[src/rtl/washing_machine_sequencer.sv]
// Wash-cycle sequencer: fill/wash/drain passes, spin, door pause, abort drain, fill fault.
// Define WM_PREWASH_EN to add a prewash pass (cyc=0) ahead of the main wash.
module washing_machine_sequencer #(
  parameter int unsigned TW           = 16,
  parameter int unsigned T_FILL       = 100,
  parameter int unsigned T_WASH       = 400,
  parameter int unsigned T_RINSE      = 200,
  parameter int unsigned T_DRAIN      = 100,
  parameter int unsigned T_SPIN       = 300,
  parameter int unsigned RINSE_CYCLES = 2
) (
  input  logic       clk,
  input  logic       rst_n,
  input  logic       start,
  input  logic       door_open,
  input  logic       abort,
  input  logic       water_full,
  output logic       water_fill,
  output logic       agitator,
  output logic       motor,
  output logic       pump,
  output logic       spin_hi,
  output logic       door_lock,
  output logic       busy,
  output logic       done,
  output logic       fault,
  output logic [3:0] state,
  output logic [2:0] cyc
);

  localparam int unsigned CW = 3;
  localparam logic [CW-1:0] LAST_CYC = CW'(RINSE_CYCLES + 1);
`ifdef WM_PREWASH_EN
  localparam logic [CW-1:0] FIRST_CYC = CW'(0);
`else
  localparam logic [CW-1:0] FIRST_CYC = CW'(1);
`endif

  typedef enum logic [3:0] {
    S_IDLE   = 4'd0,
    S_FILL   = 4'd1,
    S_WASH   = 4'd2,
    S_DRAIN  = 4'd3,
    S_SPIN   = 4'd4,
    S_PAUSE  = 4'd5,
    S_ADRAIN = 4'd6,
    S_DONE   = 4'd7,
    S_FAULT  = 4'd8
  } state_t;

  state_t          st_r, st_nxt, ret_r, ret_nxt;
  logic [TW-1:0]   timer_r, timer_nxt, last_c;
  logic [CW-1:0]   cyc_r, cyc_nxt;
  logic            expired_c;

  // Final timer value of the current timed state
  always_comb begin
    last_c = '0;
    case (st_r)
      S_FILL:           last_c = TW'(T_FILL - 1);
      S_WASH:           last_c = (cyc_r == CW'(1)) ? TW'(T_WASH - 1) : TW'(T_RINSE - 1);
      S_DRAIN, S_ADRAIN: last_c = TW'(T_DRAIN - 1);
      S_SPIN:           last_c = TW'(T_SPIN - 1);
      default:          last_c = '0;
    endcase
  end

  assign expired_c = (timer_r >= last_c);

  // Next state, return state, pass index and timer
  always_comb begin
    st_nxt    = st_r;
    ret_nxt   = ret_r;
    cyc_nxt   = cyc_r;
    timer_nxt = timer_r + TW'(1);
    case (st_r)
      S_IDLE: begin
        timer_nxt = '0;
        if (start && !door_open) begin
          st_nxt  = S_FILL;
          cyc_nxt = FIRST_CYC;
        end
      end
      S_FILL, S_WASH, S_DRAIN, S_SPIN: begin
        if (abort) begin
          st_nxt    = S_ADRAIN;
          timer_nxt = '0;
        end else if (door_open) begin
          // Held timer stays at its last value on expiry so resume exits at once
          st_nxt  = S_PAUSE;
          ret_nxt = st_r;
          if (expired_c) timer_nxt = timer_r;
        end else if (st_r == S_FILL && water_full) begin
          st_nxt    = S_WASH;
          timer_nxt = '0;
        end else if (expired_c) begin
          timer_nxt = '0;
          case (st_r)
            S_FILL:  st_nxt = S_FAULT;
            S_WASH:  st_nxt = S_DRAIN;
            S_DRAIN: begin
              if (cyc_r < LAST_CYC) begin
                st_nxt  = S_FILL;
                cyc_nxt = cyc_r + CW'(1);
              end else begin
                st_nxt = S_SPIN;
              end
            end
            default: st_nxt = S_DONE;
          endcase
        end
      end
      S_PAUSE: begin
        timer_nxt = timer_r;
        if (abort) begin
          st_nxt    = S_ADRAIN;
          timer_nxt = '0;
        end else if (!door_open && start) begin
          st_nxt = ret_r;
        end
      end
      S_ADRAIN: begin
        if (expired_c) begin
          st_nxt    = S_IDLE;
          timer_nxt = '0;
          cyc_nxt   = '0;
        end
      end
      S_DONE: begin
        st_nxt    = S_IDLE;
        timer_nxt = '0;
        cyc_nxt   = '0;
      end
      S_FAULT: begin
        timer_nxt = '0;
        if (abort) begin
          st_nxt  = S_IDLE;
          cyc_nxt = '0;
        end
      end
      default: begin
        st_nxt    = S_IDLE;
        timer_nxt = '0;
        cyc_nxt   = '0;
      end
    endcase
  end

  // State register with outputs registered from the next-state decode
  always_ff @(posedge clk or negedge rst_n) begin
    if (!rst_n) begin
      st_r       <= S_IDLE;
      ret_r      <= S_IDLE;
      timer_r    <= '0;
      cyc_r      <= '0;
      water_fill <= 1'b0;
      agitator   <= 1'b0;
      motor      <= 1'b0;
      pump       <= 1'b0;
      spin_hi    <= 1'b0;
      door_lock  <= 1'b0;
      busy       <= 1'b0;
      done       <= 1'b0;
      fault      <= 1'b0;
    end else begin
      st_r       <= st_nxt;
      ret_r      <= ret_nxt;
      timer_r    <= timer_nxt;
      cyc_r      <= cyc_nxt;
      water_fill <= (st_nxt == S_FILL);
      agitator   <= (st_nxt == S_WASH);
      motor      <= (st_nxt == S_WASH) || (st_nxt == S_SPIN);
      pump       <= (st_nxt == S_DRAIN) || (st_nxt == S_ADRAIN);
      spin_hi    <= (st_nxt == S_SPIN);
      door_lock  <= (st_nxt inside {S_FILL, S_WASH, S_DRAIN, S_SPIN, S_ADRAIN});
      busy       <= !(st_nxt inside {S_IDLE, S_FAULT});
      done       <= (st_nxt == S_DONE);
      fault      <= (st_nxt == S_FAULT);
    end
  end

  assign state = st_r;
  assign cyc   = cyc_r;

endmodule

[config.mk]
export PLATFORM = sky130hd
export DESIGN_NAME = washing_machine_sequencer
export DESIGN_NICKNAME = d
export VERILOG_FILES = /design/src/rtl/washing_machine_sequencer.sv
export SDC_FILE = /design/constraint.sdc
export NUM_CORES = 1
export LEC_CHECK = 0
export CAP_MARGIN = 20
export CORE_MARGIN = 2
export CORE_UTILIZATION = 40
export CTS_CLUSTER_SIZE = 14
export DETAILED_ROUTE_END_ITERATION = 7
export SLEW_MARGIN = 20
export SYNTH_ARGS = -nofsm -noshare
export SYNTH_HDL_FRONTEND = slang
export SYNTH_SLANG_ARGS = --single-unit
[constraint.sdc]
create_clock -name clk -period 7.2 [get_ports clk]
set_input_delay 0.72 -clock clk [delete_from_list [all_inputs] [get_ports clk]]
set_output_delay 0.72 -clock clk [all_outputs]
set_load 0.05 [all_outputs]
* Word level (Yosys, flattened, before mapping)
Index checks and enable logic that the tools add are counted.
** Word-level totals
- Register bits after elaboration :: 36
- Input bits :: 6
- Bits in latches :: 0
- Bits in writable memories :: 0
- Memories :: 0
- Output and inout port bits :: 16
- Bits in read-only memories :: 0
** Operators by class
- Order comparisons :: 2
- $mul :: 0
- Shifts and indexed selects :: 0
- Reduce and logical (&&, ||, !) cells :: 15
- Multiplexer cells :: 31
- Equality and inequality tests :: 26
- Add/subtract/negate cells :: 2
- Div/mod/pow operators :: 0
- Bitwise gates (word level) :: 2
** Operators with widths (number)
- $mux W16 :: 6
- $pmux W16 S3 :: 1
- $mux W4 :: 9
- $mux W3 :: 10
- $pmux W9 S3 :: 1
- $eq A4 B3 Y1 const B :: 6
- $ne A2 B2 Y1 const B :: 10
- $pmux W4 S5 :: 1
- $add A16 B1 Y16 const B :: 1
- $eq A4 B2 Y1 const B :: 4
- $ge A16 B16 Y1 :: 1
- $pmux W3 S5 :: 1
- $pmux W4 S3 :: 1
- $reduce_and A10 Y1 :: 1
- $mux W9 :: 1
- $eq A4 B1 Y1 const B :: 2
- $eq A4 B4 Y1 const B :: 2
- $logic_not A4 Y1 :: 2
- $reduce_bool A5 Y1 :: 1
- $ne A4 B4 Y1 const B :: 1
- $reduce_or A4 Y1 :: 1
- $add A3 B1 Y3 const B :: 1
- $eq A3 B1 Y1 const B :: 1
- $lt A3 B2 Y1 const B :: 1
- other kinds (8) :: 12

* Depth between registers and ports, before layout
Gate-level depths: netlist of the first run.
- Depth after elaboration :: 12
- Gate-level depth with buffers :: 15

* Worst setup path after synthesis of the first run
No wires, ideal clock.
- Path kind :: register to register
- From :: register st_r[2], in the netlist state[2]
- To :: register door_lock
- Required time :: 7.050 ns
- Stages on the path, launching flop included :: 16
- Setup time :: 0.150 ns
- Data arrival time :: 3.090 ns
- Setup slack :: 3.961 ns
- Cells stage by stage :: dfrtp_1 clkbuf_8 clkbuf_1 nor2_1 nand3_1 o21ai_0 nand2_1 ha_1 o21ai_0 nor2_1 a221oi_4 nor2_1 a311o_1 buf_6 nor3_4 nor3b_1
** Between the ends
- Word-level cells in the longest chain between the ends :: 11
** RTL lines
- from (decl) :: RTL line 51 : state_t st_r, st_nxt, ret_r, ret_nxt;
- from (signal assigned) :: RTL line 166 : st_r <= st_nxt;
- $eq A4 B1 Y1 (tied with other cells)
- $reduce_or A3 Y1 (no line)
- $pmux W9 S3 :: RTL line 59 : case (st_r)
- $ge A16 B16 Y1 :: RTL line 68 : assign expired_c = (timer_r >= last_c);
- $mux W4 :: RTL line 96 : end else if (expired_c) begin
- $mux W4 :: RTL line 93 : end else if (st_r == S_FILL && water_full) begin
- $mux W4 :: RTL line 88 : end else if (door_open) begin
- $mux W4 :: RTL line 85 : if (abort) begin
- $pmux W4 S5 (*) :: RTL line 76 : case (st_r)
- net st_nxt[2] :: RTL line 51
- $eq A4 B1 Y1 (tied with other cells) :: RTL line 175 : door_lock <= (st_nxt inside {S_FILL, S_WASH, S_DRAIN, S_SPIN, S_ADRAIN});
- $reduce_bool A5 Y1 (*) :: RTL line 175
- to (signal assigned) :: RTL line 175
- to (decl) :: RTL line 23 : output logic door_lock,
The timed path passes the listed nets; every way through them passes the cells marked *.
A chain may end at the register's enable or synchronous reset.

* Worst setup path after layout of the first run
- From :: register st_r[2], in the netlist state[2]
- To :: register door_lock
** Between the ends
- Word-level cells in the longest chain between the ends :: 11
** RTL lines (RTL line)
- $eq A4 B1 Y1 (tied with other cells)
- $reduce_or A3 Y1 (no line)
- $pmux W9 S3 :: 59
- $ge A16 B16 Y1 :: 68
- $mux W4 :: 96
- $mux W4 :: 93
- $mux W4 :: 88
- $mux W4 :: 85
- $pmux W4 S5 (*) :: 76
- $eq A4 B1 Y1 (tied with other cells) :: 175
- $reduce_bool A5 Y1 (*) :: 175
Every way passes the cells marked *; elsewhere a longest branch is shown, timed or not.

==> run summary, run 1 <==
The flow ran to the end, and the final reports show no timing, DRC or antenna violations. For the final core utilization, the log shows 47.8%. Clock-pin slew was measured on the worst setup and hold paths at 80 ps. The die covers 5920 µm². Nature of the critical path endpoint: a register. Synthesized netlist net count: 242. The synthesized netlist cell count is 225. Worst-path maximum fanout: 21.

The I/O pin total was 22. The run gives 0 as the number of antenna violations at the first check in global routing. The start of the worst register-to-register path was state[2]. The tree is rooted in a sky130_fd_sc_hd__clkbuf_8.

The tools report the launch point of the worst path as state[2]. Summed over all failing endpoints, the final setup total negative slack is 0 ps. The number of placed instances, taps included, is 307. The register bit count reported by yosys works out to 36. Among all flip-flop cells after synthesis, the most frequent one is sky130_fd_sc_hd__dfrtp_1. The number of different library cells used by synthesis comes to 51. The number of max-capacitance violations reported is 0. Setup repair after global routing left no endpoint under its margin. The global-route wire length before repair was 8180 µm.

Clock latency on the worst-skew pair, taken at its later pin, is 290 ps. The logs give 0.998 mW for the final total power and 36 for the number of clock sinks seen by CTS. Measured against its own limit, the worst slew margin works out to 36.4%. The maximum single-stage delay on the critical path is 590 ps.

Critical path's slowest cell: sky130_fd_sc_hd__dfrtp_1. The critical path class is register to register. In the final layout, the multi-input gates occupy 1110 µm². The mapped netlist covers 2130 µm². The cell class contributing the biggest share of worst-path delay was compound AO/OA/AOI/OAI gates. After detailed placement, the total cell area comes to 2350 µm². The cell count of the worst reg-to-reg path was 10.

In the routed design, unresolved DRC markers number 0. For the count of hold buffers inserted by post-cts repair, the log shows 0. The worst hold path belongs to the class register to register. Timing would allow up to 297 MHz. The tools report the capture point of the worst reg-to-reg path as door_lock. The number of antenna diodes in the final layout is 0. The count of pins over their slew limit is 0, and the data required time of the worst path is 7340 ps. The floorplan core area is 5110 µm², and the net total in the final layout is 261. The clock skew after layout is 7.86 ps, and the number of nets still failing antenna checks after routing is 0. For the filler-free cell count of the finished design, the log shows 315. Before antenna repair, the detailed router went through 4 iterations. Yosys printed 0 warnings. The vertical die dimension is 77.0 µm, and the number of setup buffers added after CTS is 0. The worst slack after detailed placement came out at 3830 ps. The clock passes through at most 2 buffers. Across all hold checks on the routed design, the worst slack comes to 489 ps.

The critical path buffer and inverter count was 0; the maximum number of pins on one net before global-route repair was 37. The power density normalized to cell area came out at 409 nW/µm². The detailed router finished its first iteration with 150 violations.

STA classifies the critical path startpoint as a register. For the worst voltage drop across the vdd grid, the log shows 0.198 mV. The average instance in the mapped netlist occupies 9.46 µm². The critical path ends at door_lock.

Clock period minus worst slack: 3370 ps. At the end of routability-driven placement, the weighted congestion stood at 0.867. The leakage component of the power is 1.07 nW. The register area share after synthesis is 42.3%, and the worst-case register-to-register setup slack is 3830 ps. Of all flip-flops after synthesis, the portion carrying an async set or reset was 100%. The growth of design area from synthesis to finish is 14.6%. For the number of global-route vias before repair, the log shows 1674. The tools report the total number of vias as 1721. Most common cell type on the critical path: sky130_fd_sc_hd__nor2_1. STA puts the critical path data arrival time at 3510 ps. The critical path crosses 10 cells after its start point. Port buffering added 21 buffers. Final cell area excluding filler cells: 2440 µm². The number of clock buffers added by TritonCTS is 5. The routed length per placed instance came out at 14.3 µm. Setup slack closes at 3830 ps. Dividing the final minimum period by the clock period gives 46.8%.

The slew of the pin with the lowest slew margin is 948 ps, and the leftover overflow at the end of global routing is 0. The logs give 3150 µm for the HPWL after detailed placement and 0 for the number of gates resized after CTS. The initial utilization of the core area, before any placement, comes to 41.7%.

Overall track demand over capacity in global routing: 17.2%. The tools report the final hold violation count as 0. The routed wire length was 4510 µm. The critical path goes through nor2_1 -> nand3_1 -> ha_1 -> a211oi_2 -> o21ai_1 -> a221oi_4 -> nor2_1 -> a311o_1 -> nor3_4 -> nor3b_1. TritonCTS built the clock tree. Setup violations remaining at the end of the flow were counted as 0. Counting the fill cells in the layout gives 486. Cells with a size suffix above 1 make up 8.16% of the layout. The die is 77.0 µm wide. The synthesized design contains 0 enable-type register cells. Registers take 901 µm². Row generation in the floorplan step produced 26 rows. The number of vias per cell after detailed routing is 5.46, and the maximum level of the CTS H-tree is 2.
## flip-flops by register name, summed over array words and instances, names as in the netlist
name and cells:
door_lock 1, done 1, pump 1, state 4, motor 1, water_fill 1, ret_r 4, cyc 3
fault 1, busy 1, timer_r 16, spin_hi 1, agitator 1
## cells by family (layout without fill, tap and decap cells)
family          Yosys count  in the layout  share of synthesized area [%]
simple gates             94             94                           23.5
mux                       6              6                           3.11
compound gates           55             55                           17.9
xor+xnor                  3              3                           1.23
buf+inv                  20             40                           5.52
fa+ha+maj                11             11                           6.46
flops                    36             36                           42.3
## placed cells by master (no fill, tap or decap), types with 3 or more instances in the layout
| master | count |
|---|---|
| sky130_fd_sc_hd__dfrtp_1 | 36 |
| sky130_fd_sc_hd__nor2_1 | 21 |
| sky130_fd_sc_hd__nand2_1 | 20 |
| sky130_fd_sc_hd__clkdlybuf4s50_1 | 20 |
| sky130_fd_sc_hd__a21oi_1 | 18 |
| sky130_fd_sc_hd__nand3_1 | 14 |
| sky130_fd_sc_hd__and2_1 | 11 |
| sky130_fd_sc_hd__o21ai_0 | 11 |
| sky130_fd_sc_hd__ha_1 | 11 |
| sky130_fd_sc_hd__inv_1 | 10 |
| sky130_fd_sc_hd__clkbuf_8 | 6 |
| sky130_fd_sc_hd__mux2_2 | 5 |
| sky130_fd_sc_hd__a22o_1 | 5 |
| sky130_fd_sc_hd__nor2b_1 | 4 |
| sky130_fd_sc_hd__and3_1 | 3 |
| sky130_fd_sc_hd__nand2b_1 | 3 |
| sky130_fd_sc_hd__nor4b_1 | 3 |
## synthesized netlist by cell type (all sizes together), types with 3 or more instances
library cell  count  share of area, %
clkbuf            6               2.5
and2             11               3.2
a21oi            18               4.2
nand3            14               3.3
o21ai            14               3.5
nand2b            3              0.88
nor2             21               3.7
inv              10               1.8
mux2              5               2.6
a22o              5               2.1
nor2b             4               1.2
and3              3              0.88
dfrtp            36                42
buf               3               1.1
nor3              3               1.2
ha               11               6.5
nand2            20               3.5
nor4b             3               1.2
## cell type report
| class | instances | area share [%] |
|---|---|---|
| clock buffers | 7 | 3.54 |
| clock inverters | 1 | 0.308 |
| inverters | 11 | 1.69 |
| multi-input cells | 169 | 45.5 |
| flip-flops and latches | 36 | 36.9 |
| well taps | 70 | 3.59 |
| repair buffers | 21 | 8.41 |
## layer usage
layer,track usage [%],part of all wire (%),up-vias
met5,0,0,-
met4,7.45,2.5,0
met3,3.76,4.8,12
met2,24.7,43,51
met1,24.7,50,811
li1,-,-,847
## power by group
part	switching, mW	leakage [nW]	total, mW	internal, mW
logic	0.339	0.556	0.542	0.203
registers	0.0543	0.471	0.302	0.248
clock network	0.0764	0.0445	0.154	0.0778
## worst min-delay path by stage
stage                 from  depth (start not counted)     endpoint
6_report       timer_r[14]                          1  timer_r[14]
3_5_place_dp      ret_r[3]                          1     ret_r[3]
5_1_grt        timer_r[14]                          1  timer_r[14]
3_3_place_gp      ret_r[3]                          1     ret_r[3]
2_1_floorplan        rst_n                          0     agitator
4_1_cts           ret_r[3]                          1     ret_r[3]
No activity file was read; power rests on OpenSTA's default activity.
==> run 2, diff against run 1 <==
- clock period: 7.2 -> 2.8 ns (I/O delays scaled with it)
==> run 2 against run 1 <==
  * Utilization increased by 10 points
  * Die area unchanged
  * Fmax increased by 18%
  * Sequential power increased by 140%
  * Register-to-register slack got worse by 3900 ps
  * The run now ends with setup timing left
  * Sequential cell count unchanged
  * Critical endpoint is now fault
  * Sequential share of layout area decreased by 6.3 points
  * Global-route usage increased by 1.3 points
  * Via count increased by 12%
  * Clock power increased to 2.6 times the previous value
==> run summary, run 2 (synthesized netlist as in run 1, its figures left out) <==
The remaining max-slew budget at the tightest pin is 46.7% (+10 points). The number of clock sinks seen by CTS was 36 (unchanged); the clock slew seen by the registers of the worst setup and hold paths was 80 ps (about the same). The final reports fail on setup timing. The run gives 350 MHz (+18%) as the highest clock frequency the design can meet. TritonCTS built the clock tree. The net total in the final layout is 301 (+15%), and the routed wire length is 5310 µm (+18%). The filler cell count in the final layout was 459 (-5.6%); the residual DRC count was 0 (unchanged). The maximum single-stage delay on the critical path was 470 ps (-120 ps).

The worst register-to-register path ends at fault. Worst-path maximum fanout: 8 (-62%). The clock period minus worst slack is 2850 ps (-517 ps), and the total number of vias is 1919 (+12%). The hold slack was 76.0 ps (-413 ps). The library cell used most frequently in the layout, excluding fill and tap cells, is sky130_fd_sc_hd__buf_4.

For the maximum level of the CTS H-tree, the log shows 2 (unchanged). The tools report the switching power as 1.43 mW (+200%). The number of optimization iterations in the first detailed-route pass is 5 (+1). The floorplan core area is 5110 µm² (unchanged), and the total inserted antenna cells is 0 (unchanged). The logs give 37 (unchanged) for the maximum number of pins on one net before global-route repair and 3080 ps (-430 ps) for the worst endpoint data arrival time. The number of nets still failing antenna checks after routing came out at 0 (unchanged). Vertical die dimension: 77.0 µm (unchanged).

The tools report the cell-internal power as 1.88 mW (+260%). The flow ran to the end, but the final reports show violations. The flip-flop count of the largest register, all copies and words added is 16 (unchanged), and the cell count of the worst reg-to-reg path is 10 (unchanged).

Worst-case register-to-register setup slack: -50 ps (-3880 ps). The critical path class is register to register. The logs give 0 (unchanged) for the leftover overflow at the end of global routing and 26 (unchanged) for the number of placement rows. The routed length per placed instance was 15.0 µm (+4.8%). The source-to-sink clock delay at the later pin of the worst-skew pair came out at 290 ps (about the same). The number of max-capacitance violations reported is 0 (unchanged), and the setup slack of the critical path after layout is -54.5 ps (-3880 ps).

The maximum number of buffers from clock root to sink came out at 2 (unchanged). Among all stages on the critical path, the largest delay is contributed by sky130_fd_sc_hd__a311o_2. The logs give 1.32 nW (+23%) for the leakage component of the power and 0.880 (+1.6%) for the global placement routability congestion.

The slew of the pin with the lowest slew margin came out at 799 ps (-149 ps). The total die area is 5920 µm² (unchanged), and the final hold violation count is 0 (unchanged). The run gives 12.1% (-3.3 points) as the clock network fraction of design power. Walking the worst path, the cells encountered are or3_4 -> and2_4 -> ha_1 -> nor2b_2 -> o21ai_2 -> a221oi_4 -> nor2_1 -> a311o_2 -> nor3_4 -> and2_1. The worst voltage drop across the vdd grid was 0.660 mV (+230%); the number of buffers inserted by port buffering was 21 (unchanged). The width of the die was 77.0 µm (unchanged). The fraction of the cycle the final worst path needs is 102% (+55 points), and the switching share of power is 43.2% (-3.8 points). Class of the tightest hold or removal check: primary input to asynchronous set/reset pin. The data required time of the worst path is 3020 ps (-4320 ps). The clock skew after layout was 11.8 ps (+3.97 ps); the part of the power in registers was 22.0% (-8.3 points).

The initial cell density of the core is 41.7% (unchanged), and the global-route wire length before repair is 8840 µm (+8.1%). The worst setup path is launched from a register. The tools report the TritonCTS buffer count as 5 (unchanged). The root buffer cell was sky130_fd_sc_hd__clkbuf_8. The run gives 18.5% (+1.3 points) as the overall track demand over capacity in global routing. The tools report the start of the worst register-to-register path as state[0].

The I/O pin total was 22 (unchanged); the share of layout cells above drive strength 1 was 32.7% (+25 points). The library cells used most frequently in the layout, excluding fill and tap cells, are 32 x sky130_fd_sc_hd__buf_4, 30 x sky130_fd_sc_hd__dfrtp_1, 20 x sky130_fd_sc_hd__clkdlybuf4s50_1. The number of vias per cell after detailed routing was 5.42 (-0.78%).

The final core utilization came out at 58.1% (+10 points). For the portion of total power attributed to combinational logic, the log shows 65.9% (+12 points). The worst slack after detailed placement was -108 ps (-3940 ps).

Setup repair after global routing could not meet its margin everywhere. The power density normalized to cell area is 1110 nW/µm² (+170%), and the number of antenna violations at the first check in global routing is 0 (unchanged). From synthesis to final layout, the design area changed by 39.4%.

The number of global-route vias before repair was 1845 (+10%). The iteration-0 DRC count of the detailed router came out at 199 (+33%). The run gives 0 (unchanged) as the count of pins over their slew limit. The run gives 3550 µm (+13%) as the HPWL after detailed placement.

The register containing the most flip-flops in the final layout is timer_r. The tools report the nature of the critical path endpoint as a register. The final total negative setup slack is -235 ps (-235 ps), and the total of endpoints with negative setup slack in the final report is 7 (+7).
run 2: cell count changes in the layout (fill, tap and decap cells not counted), moves of 3 or more:
cell                      before  now
sky130_fd_sc_hd__a21oi_1      18   15
sky130_fd_sc_hd__buf_12        0    3
sky130_fd_sc_hd__buf_4         0   32
sky130_fd_sc_hd__buf_6         0    5
sky130_fd_sc_hd__dfrtp_1      36   30
sky130_fd_sc_hd__dfrtp_2       0    6
sky130_fd_sc_hd__ha_1         11    8
sky130_fd_sc_hd__nor2_1       21   17
sky130_fd_sc_hd__o21ai_0      11    8
sky130_fd_sc_hd__o21ai_2       1    4
run 2: final cells by class:
cell class                 count  area (µm²)  share of cell area (%)
tap                           70        87.6                    2.95
inverter                      11        41.3                    1.39
sequential                    36         908                    30.6
clock buffer                   7        96.3                    3.25
multi-input combinational    169        1270                    42.9
timing repair buffer          61         562                    18.9
run 2: power groups by stage:
stage / clock [mW] / combinational, mW / sequential (mW)
after global placement: 0 / 1.87 / 0.737
after CTS: 0.411 / 1.93 / 0.729
after detailed placement: 0 / 1.86 / 0.736
final: 0.399 / 2.18 / 0.728
after floorplan: 0 / 0.961 / 1.01
after global routing: 0.439 / 2.36 / 0.743
run 2: repair_timing:
item                       CTS  global route
hold buffers                 0             0
buffers inserted             2             9
setup endpoints to repair   10            25
resized for setup            8            20
pin swaps                    7            16
run 2: stage by stage:
step                cells  area, µm²  total power [mW]
global placement      336       2660              2.60
finish                354       2970              3.31
global route          354       2970              3.54
CTS                   345       2790              3.07
detailed placement    336       2660              2.60
floorplan             225       2200              1.97
run 2: worst max path at each step:
stage / startpoint / to / slack [ps] / cells past startpoint
5_1_grt: state[2] / fault / -180 / 13
6_report: state[0] / fault / -50 / 10
3_3_place_gp: state[2] / water_fill / -70 / 12
2_1_floorplan: state[2] / door_lock / -150 / 15
3_5_place_dp: state[0] / water_fill / -110 / 9
4_1_cts: state[2] / water_fill / 7 / 13
run 2: critical path: cells and delay by family (launching register included):
family,cells,cell delay [ps]
flops,1,460
fa+ha+maj,1,270
simple gates,6,1140
compound gates,3,900
run 2: metal layers:
layer / wire, µm / track usage (%) / vias to the layer above
li1: - / - / 926
met3: 294 / 4.24 / 16
met5: 0 / 0 / -
met1: 2370 / 25.4 / 903
met4: 109 / 6.73 / 0
met2: 2540 / 28.4 / 74
